<file path="src/rtl/ir_err_pkg.sv">
// ir_err_pkg: shared types and widths for the IR line-error stage.
//   state_t : FSM state encoding (IDLE, ACCUM, FINAL)
//   IR_W    : sensor reading width / err width
//   DIFF_W  : signed per-pair difference width
//   ACC_W   : signed accumulator width (holds +/-4095*15 without overflow)
//   ERR_MAX/ERR_MIN : 12-bit signed clamp limits
package ir_err_pkg;

    typedef enum logic [1:0] {
        IDLE  = 2'd0,
        ACCUM = 2'd1,
        FINAL = 2'd2
    } state_t;

    localparam int IR_W    = 12;
    localparam int DIFF_W  = 13;
    localparam int ACC_W   = 18;
    localparam int ERR_MAX = 2047;
    localparam int ERR_MIN = -2048;

endpackage

</file>
<file path="src/rtl/ir_err_calc_sat.sv">
// err_sat: combinational clamp of the signed accumulator to a 12-bit signed value.
// Ports:
//   acc (in,  ACC_W) signed accumulator
//   sat (out, IR_W)  acc clipped to [ERR_MIN, ERR_MAX]
module err_sat
    import ir_err_pkg::*;
(
    input  logic [ACC_W-1:0] acc,
    output logic [IR_W-1:0]  sat
);

    localparam logic signed [ACC_W-1:0] SAT_HI = ACC_W'(ERR_MAX);
    localparam logic signed [ACC_W-1:0] SAT_LO = ACC_W'(ERR_MIN);

    always_comb begin
        sat = acc[IR_W-1:0];
        if ($signed(acc) > SAT_HI) begin
            sat = IR_W'(ERR_MAX);
        end else if ($signed(acc) < SAT_LO) begin
            sat = IR_W'(ERR_MIN);
        end
    end

endmodule

</file>
<file path="src/rtl/ir_err_calc.sv">
// ir_err_calc: weighted right-minus-left line error from eight IR readings.
// On IR_vld the readings are snapshotted, four weighted differences (1,2,4,8)
// are accumulated over four cycles, the sum is clamped to 12 bits, lost-line
// recovery is applied, and err is presented with a one-cycle err_vld strobe.
// Optional macro ERR_FILT_EN adds an IIR smoother on err (shift FILT_SHIFT).
// Ports:
//   clk, rst_n         clock, synchronous active-low reset
//   IR_vld             one-cycle pulse: new sensor round
//   line_present       line detected flag, sampled when err is loaded
//   IR_R0..IR_R3       right readings (R0 innermost)
//   IR_L0..IR_L3       left readings (L0 innermost)
//   err                signed error, +ve = line to the right
//   err_vld            one-cycle strobe: err updated
//   busy               computation in progress
//   ovr                sticky: IR_vld seen while busy
//
// state | meaning
// IDLE  | waiting for IR_vld; snapshot taken on acceptance
// ACCUM | adding weighted pair idx into acc, idx 0..3
// FINAL | clamp, lost-line select, load err, pulse err_vld
module ir_err_calc
    import ir_err_pkg::*;
#(
    parameter logic signed [IR_W-1:0] LOST_MAG = 12'sd1536
`ifdef ERR_FILT_EN
    ,
    parameter int FILT_SHIFT = 2
`endif
) (
    input  logic            clk,
    input  logic            rst_n,
    input  logic            IR_vld,
    input  logic            line_present,
    input  logic [IR_W-1:0] IR_R0,
    input  logic [IR_W-1:0] IR_R1,
    input  logic [IR_W-1:0] IR_R2,
    input  logic [IR_W-1:0] IR_R3,
    input  logic [IR_W-1:0] IR_L0,
    input  logic [IR_W-1:0] IR_L1,
    input  logic [IR_W-1:0] IR_L2,
    input  logic [IR_W-1:0] IR_L3,
    output logic [IR_W-1:0] err,
    output logic            err_vld,
    output logic            busy,
    output logic            ovr
);

    state_t state, state_nxt;

    logic [IR_W-1:0]         r_snap [4];
    logic [IR_W-1:0]         l_snap [4];
    logic [1:0]              idx;
    logic signed [ACC_W-1:0] acc;
    logic                    last_sign;

    logic                    load;
    logic signed [DIFF_W-1:0] diff;
    logic signed [ACC_W-1:0] term;
    logic [IR_W-1:0]         sat;
    logic [IR_W-1:0]         lost_val;
    logic [IR_W-1:0]         v;
    logic [IR_W-1:0]         err_nxt;

    always_ff @(posedge clk) begin
        if (!rst_n) begin
            state <= IDLE;
        end else begin
            state <= state_nxt;
        end
    end

    always_comb begin
        state_nxt = state;
        busy      = 1'b1;
        load      = 1'b0;
        case (state)
            IDLE: begin
                busy = 1'b0;
                if (IR_vld) begin
                    load      = 1'b1;
                    state_nxt = ACCUM;
                end
            end
            ACCUM: begin
                if (idx == 2'd3) begin
                    state_nxt = FINAL;
                end
            end
            FINAL: begin
                state_nxt = IDLE;
            end
            default: begin
                state_nxt = IDLE;
            end
        endcase
    end

    // Readings are unsigned, so zero-extend before subtracting.
    always_comb begin
        diff = $signed({1'b0, r_snap[idx]}) - $signed({1'b0, l_snap[idx]});
        term = $signed({{(ACC_W-DIFF_W){diff[DIFF_W-1]}}, diff}) <<< idx;
    end

    err_sat u_sat (
        .acc (acc),
        .sat (sat)
    );

    always_comb begin
        lost_val = last_sign ? -LOST_MAG : LOST_MAG;
        v        = line_present ? sat : lost_val;
    end

`ifdef ERR_FILT_EN
    logic signed [IR_W:0] delta;
    logic signed [IR_W:0] step;

    // 13-bit working width: v - err spans +/-4095, and err + step stays in 12-bit range.
    always_comb begin
        delta   = $signed({v[IR_W-1], v}) - $signed({err[IR_W-1], err});
        step    = delta >>> FILT_SHIFT;
        err_nxt = IR_W'($signed({err[IR_W-1], err}) + step);
    end
`else
    always_comb begin
        err_nxt = v;
    end
`endif

    always_ff @(posedge clk) begin
        if (load) begin
            r_snap[0] <= IR_R0;
            r_snap[1] <= IR_R1;
            r_snap[2] <= IR_R2;
            r_snap[3] <= IR_R3;
            l_snap[0] <= IR_L0;
            l_snap[1] <= IR_L1;
            l_snap[2] <= IR_L2;
            l_snap[3] <= IR_L3;
        end
    end

    always_ff @(posedge clk) begin
        if (!rst_n) begin
            acc       <= '0;
            idx       <= '0;
            err       <= '0;
            err_vld   <= 1'b0;
            ovr       <= 1'b0;
            last_sign <= 1'b0;
        end else begin
            err_vld <= 1'b0;
            if (IR_vld && busy) begin
                ovr <= 1'b1;
            end
            if (load) begin
                acc <= '0;
                idx <= '0;
            end
            if (state == ACCUM) begin
                acc <= acc + term;
                idx <= idx + 2'd1;
            end
            if (state == FINAL) begin
                err     <= err_nxt;
                err_vld <= 1'b1;
                // A zero result carries no direction, so keep the previous side.
                if (line_present && (sat != '0)) begin
                    last_sign <= sat[IR_W-1];
                end
            end
        end
    end

endmodule

</file>
<file path="config.mk">
export PLATFORM = sky130hd
export DESIGN_NAME = ir_err_calc
export DESIGN_NICKNAME = d
export VERILOG_FILES = /design/src/rtl/ir_err_pkg.sv /design/src/rtl/ir_err_calc_sat.sv /design/src/rtl/ir_err_calc.sv
export SDC_FILE = /design/constraint.sdc
export NUM_CORES = 1
export LEC_CHECK = 0
export ABC_AREA = 1
export BUFFER_PORTS_ARGS = -buffer_cell sky130_fd_sc_hd__buf_2
export CAP_MARGIN = 10
export CORE_AREA = 2 2 117 119
export DETAILED_ROUTE_END_ITERATION = 12
export DIE_AREA = 0 0 119 121
export PLACE_DENSITY = 0.87
export SLEW_MARGIN = 25
export SYNTH_ARGS = -nofsm -noshare
export SYNTH_HDL_FRONTEND = slang
export SYNTH_SLANG_ARGS = --single-unit
</file>
<file path="constraint.sdc">
create_clock -name clk -period 15.41 [get_ports clk]
set_input_delay 1.541 -clock clk [delete_from_list [all_inputs] [get_ports clk]]
set_output_delay 1.541 -clock clk [all_outputs]
set_load 0.1 [all_outputs]
</file>
==> results of run 1 <==
cell families (layout without fill, tap and decap cells):
family,after synthesis,count (layout),share of synthesized area
buffers and inverters,83,203,0.0482
AO/OA/AOI/OAI,150,150,0.128
flip-flops,135,135,0.517
AND/OR/NAND/NOR,398,398,0.244
XOR/XNOR,4,4,0.00494
adder cells (fa/ha/maj),32,32,0.0586
worst max path at each step:
stage,cells after the start,from,endpoint
6_report,21,register,acc[12]
5_1_grt,23,register,acc[15]
4_1_cts,25,register,acc[17]
3_5_place_dp,22,register,acc[12]
3_3_place_gp,25,register,acc[9]
2_1_floorplan,6,IR_vld,register
metrics by stage:
step	setup WS [ps]	hold WS, ps	std cells
2_1_floorplan	9050	444	802
3_3_place_gp	11220	444	1066
3_5_place_dp	11110	455	1066
4_1_cts	10980	464	1098
5_1_grt	10560	481	1098
6_report	10970	460	1098
flip-flops by register name, indices dropped and copies added, names as in the netlist, named ones only:
signal and count:
l_snap 48, r_snap 48, acc 18, err 12, idx 2, state 2
err_vld 1, last_sign 1, ovr 1
placed cells by master (no fill, tap or decap), types with 6 or more instances in the layout:
cell,instances
inv_6,7
o22ai_1,11
o21bai_1,6
clkbuf_16,17
nand2_2,9
nand2_1,227
inv_1,48
ha_1,30
a32o_1,11
edfxtp_1,96
buf_2,114
dfxtp_1,39
nand3_1,66
a21oi_1,59
nor2_1,61
a21oi_2,9
o21ai_0,35
nand4_1,6
power breakdown:
| group | switching, mW | leakage [nW] | internal [mW] |
|---|---|---|---|
| Combinational | 0.262 | 2.17 | 0.141 |
| Clock | 0.164 | 0.299 | 0.258 |
| Sequential | 0.0186 | 1.24 | 0.418 |
worst max-delay path, cell delays in order (launching register included):
cell and delay [ps]:
dfxtp_1 290, buf_4 260, inv_1 100, buf_4 390, nand2_1 100, a32o_1 280, ha_1 340, a21oi_1 310
o21ai_0 200, nand2_1 120, nand3_1 120, xnor2_1 230, nand2_1 100, nand3_1 90, nand2_1 60, ha_1 370
a21oi_2 260, o21ai_1 100, nand3b_1 180, or2_1 220, nand3_1 60, a21oi_1 60
final cells by class:
cell class                      count  area (sq um)
Clock buffer                       17           425
Clock inverter                     15           188
Fill cell                        1018          4690
Inverter                           53           199
Multi-Input combinational cell    584          3100
Sequential cell                   135          3660
Tap cell                          176           220
Timing Repair Buffer              118           601
per-layer routing:
layer | vias up | share of wire
met5 | - | 0
met1 | 2790 | 0.40
met2 | 264 | 0.49
li1 | 2989 | -
met4 | 0 | 0.036
met3 | 56 | 0.078
==> flow_summary.json, run 1 <==
{
  "rows": 42,
  "rsz0062_at_grt": "false",
  "drt_wl_total_um": 17300,
  "ant_nets": 0,
  "clk-insertion-delay-late_ps": 420,
  "fmax_mhz": 225,
  "syn_nets": 934,
  "ios": 115,
  "hp-class": "reg -> reg",
  "whs_endpoint": "err[0]",
  "synth_ff_type": "edfxtp_1",
  "powerDensity_nw_per_um2": 150,
  "yosys.area.top_type": "edfxtp_1",
  "die-area_sq_um": 14400,
  "hold_violations": 0,
  "cp-start-kind": "register",
  "synth_edf_count": 96,
  "cts_resized": 0,
  "dr.pass1.iters": 5,
  "start_util": 0.542,
  "post_drt_wl_per_cell_um": 15.7,
  "yosysMostFrequentCell": "nand2_1",
  "cts_sinks": 135,
  "drv_slew": 0,
  "synth_cell_types": 43,
  "clk_path_buf_depth": 2,
  "syn_area_per_cell_sq_um": 8.84,
  "grt_pass1_wl_um": 28100,
  "final-setup-viol-count": 0,
  "holdBufCountCts": 0,
  "synthTopCellsByArea": "edfxtp_1 (41%), nand2_1 (12%), dfxtp_1 (11%), ha_1 (5.3%), nand3_1 (4.7%)",
  "gp_congestion": 0.973,
  "cts_buffers": 17,
  "critPathRequiredTime_ps": 15690,
  "cts_tree": "done",
  "synth_area_sq_um": 7090,
  "overflow": 0,
  "worstSetupPathType": "reg -> reg",
  "leakage_nw": 3.71,
  "reg2reg_depth": 21,
  "finalSetupTns_ps": 0,
  "crit_path_max_fanout": 49,
  "met3_usage": 0.0677,
  "p_total_mw": 1.26,
  "cts_setup_buffers": 0,
  "syn_to_final_growth_pct": 18.3,
  "clkTransAtPathRegs_ps": 60,
  "grt_pass1_vias": 5934,
  "final_area_sq_um": 8390,
  "drc": 0,
  "io_buffers": 114,
  "layout_min_cycle_time_ps": 4440,
  "synth_commonest_cells": "nand2_1 (227), edfxtp_1 (96), nand3_1 (66), nor2_1 (63), a21oi_1 (59)",
  "finish.utilization": 0.641,
  "synth_seq_cells": 135,
  "yosys_warnings": 0,
  "vias": 6099,
  "crit_arrival_ps": 4720,
  "hold_depth": 2,
  "hpwl_um": 12200,
  "die_x_um": 119,
  "yosysSeqAreaShare": 0.517,
  "hp-start": "err[0]",
  "max_cap_violations": 0,
  "synthArstFlopShare": 0,
  "grt_util_met1": 0.304,
  "layout.nets": 1041,
  "skew_ps": 5.26,
  "busiest_layer": "met2",
  "use_met2": 0.418,
  "drive_gt1_frac": 0.207,
  "grt_max_degree": 81,
  "track_usage": 0.251,
  "end_kind": "register",
  "ir_worst_vdd_v": 0.000123,
  "netlist.area_leader.share": 0.406,
  "core_area_sq_um": 13100,
  "htreeDepth": 4,
  "antenna_found_initial": 0,
  "initialDrtViolationCount": 715,
  "die_h_um": 121,
  "status": "finished, final reports clean",
  "root_buffer": "clkbuf_16",
  "r2r_end": "acc[12]",
  "tightest_slew_ps": 972,
  "maxSlewHeadroom": 0.352,
  "routed_via_density": 5.55,
  "finalCritPeriodShare": 0.288,
  "syn_inst": 802,
  "reg2reg_slack_ps": 10970,
  "antennaDiodeCount": 0,
  "place_area_sq_um": 7780
}
(Power assumes the default switching activity.)
==> run 2: changes to the inputs <==
- CORE_AREA: 2 2 117 119 -> 2 2 121 123
- DIE_AREA: 0 0 119 121 -> 0 0 123 125
- PLACE_DENSITY: 0.87 -> 0.85
- clock period: 15.41 -> 3.7 ns (I/O delays scaled with it)
==> flow_summary.json, run 2 (synthesis results as in run 1) <==
{
  "status": "finished, violations left",
  "violations": "setup timing",
  "drc": 0,
  "layout_min_cycle_time_ps": 3900,
  "clk-insertion-delay-late_ps": 430,
  "end_kind": "register",
  "vias": 6881,
  "place_ws_ps": -154,
  "start_util": 0.499,
  "initialDrtViolationCount": 946,
  "die_h_um": 125,
  "finalCritPeriodShare": 1.05,
  "track_usage": 0.240,
  "clk_path_buf_depth": 2,
  "maxSlewHeadroom": 0.425,
  "ant_nets": 0,
  "tightest_slew_ps": 859,
  "post_drt_wl_per_cell_um": 18.9,
  "cts_sinks": 135,
  "antennaDiodeCount": 0,
  "syn_to_final_growth_pct": 36.4,
  "root_buffer": "clkbuf_16",
  "drive_gt1_frac": 0.364,
  "core_area_sq_um": 14200,
  "die-area_sq_um": 15400,
  "final-setup-viol-count": 8,
  "htreeDepth": 4,
  "layout.nets": 1093,
  "powerDensity_nw_per_um2": 651,
  "reg.largest.list": "l_snap: 48 flops, r_snap: 48 flops, acc: 18 flops",
  "rows": 44,
  "worstSetupPathType": "reg -> reg",
  "clkTransAtPathRegs_ps": 60,
  "grt_pass1_vias": 6116,
  "dr.pass1.iters": 6,
  "drv_slew": 0,
  "cts_tree": "done",
  "fmax_mhz": 257,
  "gp_congestion": 0.933,
  "hold_violations": 0,
  "ios": 115,
  "crit_arrival_ps": 4180,
  "max_cap_violations": 0,
  "die_x_um": 123,
  "leakage_nw": 4.14,
  "worst_slack_ps": -195,
  "cp-start-kind": "register",
  "grt_pass1_wl_um": 28700,
  "final_common_cell": "nand2_1",
  "io_buffers": 114,
  "overflow": 0,
  "antenna_found_initial": 0,
  "rsz0062_at_grt": "true",
  "skew_ps": 10.9,
  "cts_buffers": 17,
  "drt_wl_total_um": 21900,
  "ir_worst_vdd_v": 0.000430,
  "hp-class": "in -> reg",
  "critPathRequiredTime_ps": 3990,
  "grt_max_degree": 42,
  "routed_via_density": 5.94,
  "crit_path_max_fanout": 7,
  "nFillCells": 961,
  "final_cell_mix": "nand2_1 (206), buf_2 (114), edfxtp_1 (96)",
  "hpwl_um": 12700,
  "finish.utilization": 0.681
}
## run 2: cell types whose count changed in the layout (fill, tap and decap cells not counted), sizes merged
cell and change:
buf +48, clkbuf +4, inv -4, clkinvlp +2
bufinv +1, clkinv +1
## run 2: metal layers
metal | routed length, um | global-route usage
met1 | 7800 | 0.306
met2 | 10800 | 0.392
met3 | 1990 | 0.0575
met4 | 1310 | 0.100
met5 | 0 | 0
## run 2: final timing paths
check | end | from | cells after the start | slack (ps)
max reg2reg | acc[12] | register | 22 | -200
min reg2reg | err[0] | err[0] | 2 | 460
min | r_snap[2][5] | IR_R2[5] | 1 | 110
max | acc[12] | register | 22 | -200
## run 2: final cells by class
| cell class | instances | area, sq um | share of cell area |
|---|---|---|---|
| inverters | 53 | 206 | 0.0213 |
| well taps | 184 | 230 | 0.0238 |
| multi-input cells | 584 | 3810 | 0.394 |
| clock buffers | 17 | 425 | 0.0440 |
| flip-flops and latches | 135 | 3670 | 0.379 |
| clock inverters | 15 | 199 | 0.0206 |
| repair buffers | 170 | 1140 | 0.118 |
## run 2: timing repair
item | 4_1_cts | 5_1_grt
endpoints found under the setup margin | 9 | 13
buffers inserted | 0 | 14
hold buffers | 0 | 0
pin swaps | 5 | 53
gates cloned | 0 | 4
resized for setup | 10 | 143
## run 2: critical path, stage by stage, from the launching register on
cell and delay (ps):
dfxtp_4 390, clkbuf_16 170, o21ai_0 410, o22ai_2 250, ha_4 340, nand2_1 120
nor2_2 180, buf_4 130, o21ai_2 60, nand3_1 80, nand2_1 80, nand2_1 70
nand2_1 80, nand2_1 80, nand2_1 60, nand2_2 110, ha_4 240, a21oi_4 190
o21ai_2 110, nand3b_1 200, or2_1 230, nand3_1 100, a21oi_1 70
## run 2: metrics by stage
step                hold slack, ps  std cells  instance area (sq um)  setup TNS [ps]  total power, mW
global route                   102       1158                   9680           -2060             6.55
floorplan                      444        802                   7100               0             3.11
global placement               442       1108                   8110            -212             3.61
detailed placement             453       1108                   8110            -618             3.65
CTS                            104       1140                   8790               0             5.49
finish                         111       1158                   9680            -696             6.29
## run 2: where the power goes
group | internal [mW] | leakage, nW | total [mW] | switching (mW)
logic | 1.12 | 2.60 | 2.67 | 1.55
registers | 1.74 | 1.24 | 1.83 | 0.0908
clock network | 1.13 | 0.296 | 1.79 | 0.663
